$ cat src/rtl/xbar_arb.sv
// xbar_arb: a 2x2 crossbar scheduler with registered outputs.
// Each input offers one word per cycle with a destination bit. When both
// inputs want the same output, a round-robin pointer picks the winner and the
// loser stalls until a later cycle. Each output register loads when it is free,
// meaning it is empty or being drained this cycle.
module xbar_arb #(
   parameter int DW = 35
) (
   input  logic          clk,
   input  logic          rst,
   input  logic [DW-1:0] i_data0,
   input  logic          i_valid0,
   input  logic          i_dest0,
   output logic          o_ready0,
   input  logic [DW-1:0] i_data1,
   input  logic          i_valid1,
   input  logic          i_dest1,
   output logic          o_ready1,
   output logic [DW-1:0] o_data0,
   output logic          o_valid0,
   input  logic          i_ready_out0,
   output logic [DW-1:0] o_data1,
   output logic          o_valid1,
   input  logic          i_ready_out1,
   output logic          o_mode,
   output logic [15:0]   o_conflict_cnt
);

   // Handshake: an input word moves when i_valid and o_ready are both high in
   // the same cycle. An output word moves when o_valid and i_ready_out are both
   // high. o_ready is a pure function of this cycle's inputs and the register
   // state, and it is never high without i_valid.

   // Round-robin pointer. It names the input that wins the next conflict.
   logic prio;

   logic free0;
   logic free1;
   logic conflict;
   logic grant0;
   logic grant1;
   logic load0;
   logic load1;
   logic [DW-1:0] next_data0;
   logic [DW-1:0] next_data1;

   // An output register can accept a word if it is empty or its word leaves now.
   always_comb begin
      free0 = !o_valid0 || i_ready_out0;
      free1 = !o_valid1 || i_ready_out1;
   end

   // Arbitration. Without a conflict each input needs only a free target.
   // With a conflict, only the pointed-to input may go.
   always_comb begin
      conflict = i_valid0 && i_valid1 && (i_dest0 == i_dest1);
      grant0   = 1'b0;
      grant1   = 1'b0;
      if (!rst) begin
         grant0 = i_valid0 && (i_dest0 ? free1 : free0) && (!conflict || !prio);
         grant1 = i_valid1 && (i_dest1 ? free1 : free0) && (!conflict ||  prio);
      end
   end

   assign o_ready0 = grant0;
   assign o_ready1 = grant1;

   // Steering. Grants never collide on one output, so each output has at most
   // one source.
   always_comb begin
      load0      = 1'b0;
      load1      = 1'b0;
      next_data0 = i_data1;
      next_data1 = i_data1;
      if (grant0 && !i_dest0) begin
         load0      = 1'b1;
         next_data0 = i_data0;
      end else if (grant1 && !i_dest1) begin
         load0      = 1'b1;
         next_data0 = i_data1;
      end
      if (grant0 && i_dest0) begin
         load1      = 1'b1;
         next_data1 = i_data0;
      end else if (grant1 && i_dest1) begin
         load1      = 1'b1;
         next_data1 = i_data1;
      end
   end

   // Output 0 register. It loads a granted word, empties when drained, and
   // otherwise holds.
   always_ff @(posedge clk) begin
      if (rst) begin
         o_data0  <= '0;
         o_valid0 <= 1'b0;
      end else if (load0) begin
         o_data0  <= next_data0;
         o_valid0 <= 1'b1;
      end else if (i_ready_out0) begin
         o_valid0 <= 1'b0;
      end
   end

   // Output 1 register. It behaves the same way as output 0.
   always_ff @(posedge clk) begin
      if (rst) begin
         o_data1  <= '0;
         o_valid1 <= 1'b0;
      end else if (load1) begin
         o_data1  <= next_data1;
         o_valid1 <= 1'b1;
      end else if (i_ready_out1) begin
         o_valid1 <= 1'b0;
      end
   end

   // Crossbar mode of the latest transfer. Cross means input i went to output
   // !i. Two simultaneous grants always imply the same mode.
   always_ff @(posedge clk) begin
      if (rst) begin
         o_mode <= 1'b0;
      end else if (grant0) begin
         o_mode <= i_dest0;
      end else if (grant1) begin
         o_mode <= ~i_dest1;
      end
   end

   // Count conflict cycles, stalled or not, and stick at all-ones.
   always_ff @(posedge clk) begin
      if (rst) begin
         o_conflict_cnt <= 16'h0000;
      end else if (conflict && (o_conflict_cnt != 16'hFFFF)) begin
         o_conflict_cnt <= o_conflict_cnt + 16'h0001;
      end
   end

   // The pointer moves away from the winner only when the winner actually
   // transferred. A stalled conflict keeps the same winner.
   always_ff @(posedge clk) begin
      if (rst) begin
         prio <= 1'b0;
      end else if (conflict && (grant0 || grant1)) begin
         prio <= ~prio;
      end
   end

endmodule
$ cat config.mk
export PLATFORM = sky130hd
export DESIGN_NAME = xbar_arb
export DESIGN_NICKNAME = d
export VERILOG_FILES = /design/src/rtl/xbar_arb.sv
export SDC_FILE = /design/constraint.sdc
export NUM_CORES = 1
export LEC_CHECK = 0
export ABC_AREA = 1
export BUFFER_PORTS_ARGS = -buffer_cell sky130_fd_sc_hd__buf_2
export CORE_UTILIZATION = 53
export CTS_BUF_LIST = sky130_fd_sc_hd__clkbuf_16
export CTS_CLUSTER_DIAMETER = 100
export DETAILED_ROUTE_END_ITERATION = 16
export GPL_ROUTABILITY_DRIVEN = 1
export PLACE_DENSITY = 0.92
export RECOVER_POWER = 25
export SLEW_MARGIN = 20
export SYNTH_ARGS = -nofsm -noshare
export SYNTH_HDL_FRONTEND = slang
export SYNTH_SLANG_ARGS = --single-unit
$ cat constraint.sdc
create_clock -name clk -period 2.9 [get_ports clk]
set_clock_uncertainty 0.2 [all_clocks]
set_input_delay 0.145 -clock clk [delete_from_list [all_inputs] [get_ports clk]]
set_output_delay 0.145 -clock clk [all_outputs]
set_load 0.005 [all_outputs]
==> metrics.md <==
| Metric | Value |
|---|---|
| Status | `finished, violations left` |
| Failing checks | `negative hold slack` |
| Synth Area in Adders | `0.00240` |
| Root buffer cell | `clkbuf_16` |
| Cell mode on critical path | `nand2_1` |
| First-pass GRT wire length | `27.9 mm` |
| VDD IR max | `0.000284 V` |
| Drt total wl | `17.3 mm` |
| Tot GR Track Use | `0.345` |
| Clock Sinks | `90` |
| Clk pin slew, worst setup/hold paths | `70 ps` |
| TritonCTS buffer count | `9` |
| Post-route ant nets | `0` |
| Largest family of logic cells by synthesized area | `simple AND/OR/NAND/NOR gates` |
| Slowest CP cell | `dlygate4sd3_1` |
| DRT iter0 DRCs | `468` |
| FP Rows | `35` |
| Post-DP HPWL | `9.40 mm` |
| Synth Register Bits | `90` |
| Mapped Cells | `813` |
| Crit share post-route | `0.934` |
| Slew Limit Headroom | `0.520` |
| Min-Delay Path Depth | `5` |
| Initial antenna violation count | `2` |
| Die area | `0.0103 sq mm` |
| Die Wd | `101 um` |
| Final Max Tran Viols | `0` |
| Hold_ws | `-2.17 ps` |
| Core Box Area | `0.00937 sq mm` |
| Worst Path Required | `2920 ps` |
| CP max stage delay | `560 ps` |
| Register area share after synthesis | `0.345` |
| CTS max path bufs | `2` |
| Post-layout min period | `2710 ps` |
| Vias | `6364` |
| RSZ-0062 raised after global routing | `no` |
| Arrival time at the worst endpoint | `2730 ps` |
| CTS tree | `done` |
| Post-layout nets | `1096` |
| # DRC | `0` |
| IO Pins | `169` |
| Critical Path Fanout Max | `48` |
| Critical path type | `in -> reg` |
| Post-synthesis mux area share | `0` |
| H-tree level count | `3` |
| Netlist cell types | `25` |
| Syn Area/Cell | `6.42 sq um` |
| Synth Warn # | `0` |
| Worst-path cell chain | `dlygate4sd3_1, buf_2, inv_1, nand3_1, nand2_1, nor2_4, nand3_4, buf_12, nand2_1, nand2_1, dlygate4sd3_1, nor2_1, nor2_1` |
| Netlist Area Pre-Place | `0.00522 sq mm` |
| Simple-Gate Fraction of Synth Area | `0.537` |
| Fill count | `770` |
| Total power | `3.22 mW` |
| Placer Congestion | `0.842` |
| Reg2reg path depth | `10` |
| Clk Latency, worst-skew pair | `330 ps` |
| I/O Buffers | `168` |
| Actual slew at the worst max-slew pin | `719 ps` |
| Max-cap violations | `0` |
| Mapped Nets | `892` |
| Synth-to-Final Area Change | `34.4%` |
| Vias in the first global route | `5948` |
| # setup viols final | `0` |
| Hold Crit Class | `in -> reg` |
| DRT Pass-1 Iters | `5` |
| Gr ovfl total | `0` |
| LEAKAGE | `3.55 nW` |
| Startpoint Class | `primary input` |
| Synth Area in XOR/XNOR | `0.0151` |
| Final Hold Violating Endpoints | `1` |
| Critical path capture point type | `flop` |
| Post-synthesis compound-gate area fraction | `0.0206` |
| Power Density | `459 mW/mm^2` |
| Wire per inst | `15.0 um` |
| Initial Utilization | `0.557` |
| Largest net degree at the start of global routing | `72` |
| Post-route setup TNS | `0 ps` |
| Final non-filler cell total | `1150` |
| Vias/cell | `5.53` |
| Placed insts | `1060` |
| FMAX | `0.369 GHz` |
| Layout cell share with drive strength beyond 1 | `0.178` |
| Vert. Die Dim | `101 um` |
[worst paths after layout]
path / start / to / slack [ps]
max: i_ready_out1 / o_data0[16] / 190
min: i_data0[30] / o_data1[30] / -2
max reg2reg: o_valid0 / o_data0[16] / 310
min reg2reg: o_conflict_cnt[1] / o_conflict_cnt[1] / 310
[Yosys cell counts, drive strengths merged]
cell type / count / area, sq um
a211oi: 1 / 7.51
a21oi: 16 / 80.1
and2: 1 / 6.26
buf: 46 / 278
clkbuf: 14 / 52.6
dfxtp: 90 / 1800
ha: 1 / 12.5
inv: 23 / 86.3
nand2: 283 / 1070
nand3: 14 / 105
nand3b: 71 / 533
nand4: 73 / 457
nor2: 165 / 624
nor3: 1 / 5.00
o21ai: 4 / 20.0
or2: 1 / 6.26
xnor2: 6 / 52.6
xor2: 3 / 26.3
[registers in the layout (all words and copies together) (netlist names)]
signal / flops
o_conflict_cnt: 16
o_data1: 35
o_valid1: 1
o_data0: 35
o_mode: 1
o_valid0: 1
prio: 1
[cell type report]
class | count | area, sq um | share of cell area
Antenna cell | 1 | 2.50 | 0.000357
Clock buffer | 9 | 225 | 0.0321
Clock inverter | 5 | 48.8 | 0.00695
Inverter | 23 | 86.3 | 0.0123
Multi-Input combinational cell | 640 | 3010 | 0.429
Sequential cell | 90 | 1800 | 0.257
Tap cell | 129 | 161 | 0.0230
Timing Repair Buffer | 253 | 1680 | 0.240
[worst max-delay path, delay by kind of cell]
family                 cells  cell delay [ps]
and+or+nand+nor            8             1010
buffers and inverters      5             1560
[logic make-up after synthesis]
| kind of cell | Yosys count |
|---|---|
| compound gates | 21 |
| xor+xnor | 9 |
| fa+ha+maj | 1 |
| buf+inv | 83 |
| flops | 90 |
| simple gates | 609 |
[power breakdown]
group | total, mW | internal [mW] | switching [mW]
Combinational | 0.712 | 0.326 | 0.386
Sequential | 1.37 | 1.32 | 0.0456
Clock | 1.14 | 0.652 | 0.488
[routing by layer]
metal | routed length [um] | global-route usage
met2 | 8010 | 0.557
met3 | 1470 | 0.0828
met1 | 6830 | 0.415
met4 | 975 | 0.212
met5 | 13 | 0
[timing repair]
action | 4_1_cts | 5_1_grt
endpoints found under the hold margin | 70 | 0
setup buffers | 0 | 0
setup endpoints to repair | 0 | 13
hold buffers | 75 | 0
gates resized for setup | 0 | 2
[per-stage QoR]
stage	area, sq um	utilization	setup slack [ps]
floorplan	5220	-	1010
global placement	6010	0.641	457
detailed placement	6010	0.641	368
CTS	7040	0.751	252
global route	7020	0.749	3.15
finish	7020	0.749	190
[cell usage in the layout (no fill, tap or decap)]
cell,count
clkbuf_8,1
nor2_2,1
buf_2,146
nand3b_1,71
a21oi_1,16
nand3_1,10
dlygate4sd3_1,75
nor2_4,1
dfxtp_1,90
nand2_1,281
inv_1,19
xor2_1,3
clkbuf_1,22
bufinv_16,1
clkbuf_16,9
or2_1,1
and2_1,1
diode_2,1
nand3_4,2
nand2_2,2
xnor2_1,6
buf_4,6
ha_1,1
a211oi_1,1
inv_2,5
clkinv_2,3
nor2_1,163
nand4_1,73
buf_12,3
nor3_1,1
nand3_2,2
o21ai_0,4
Note: power is estimated with default switching activity, not from simulation.
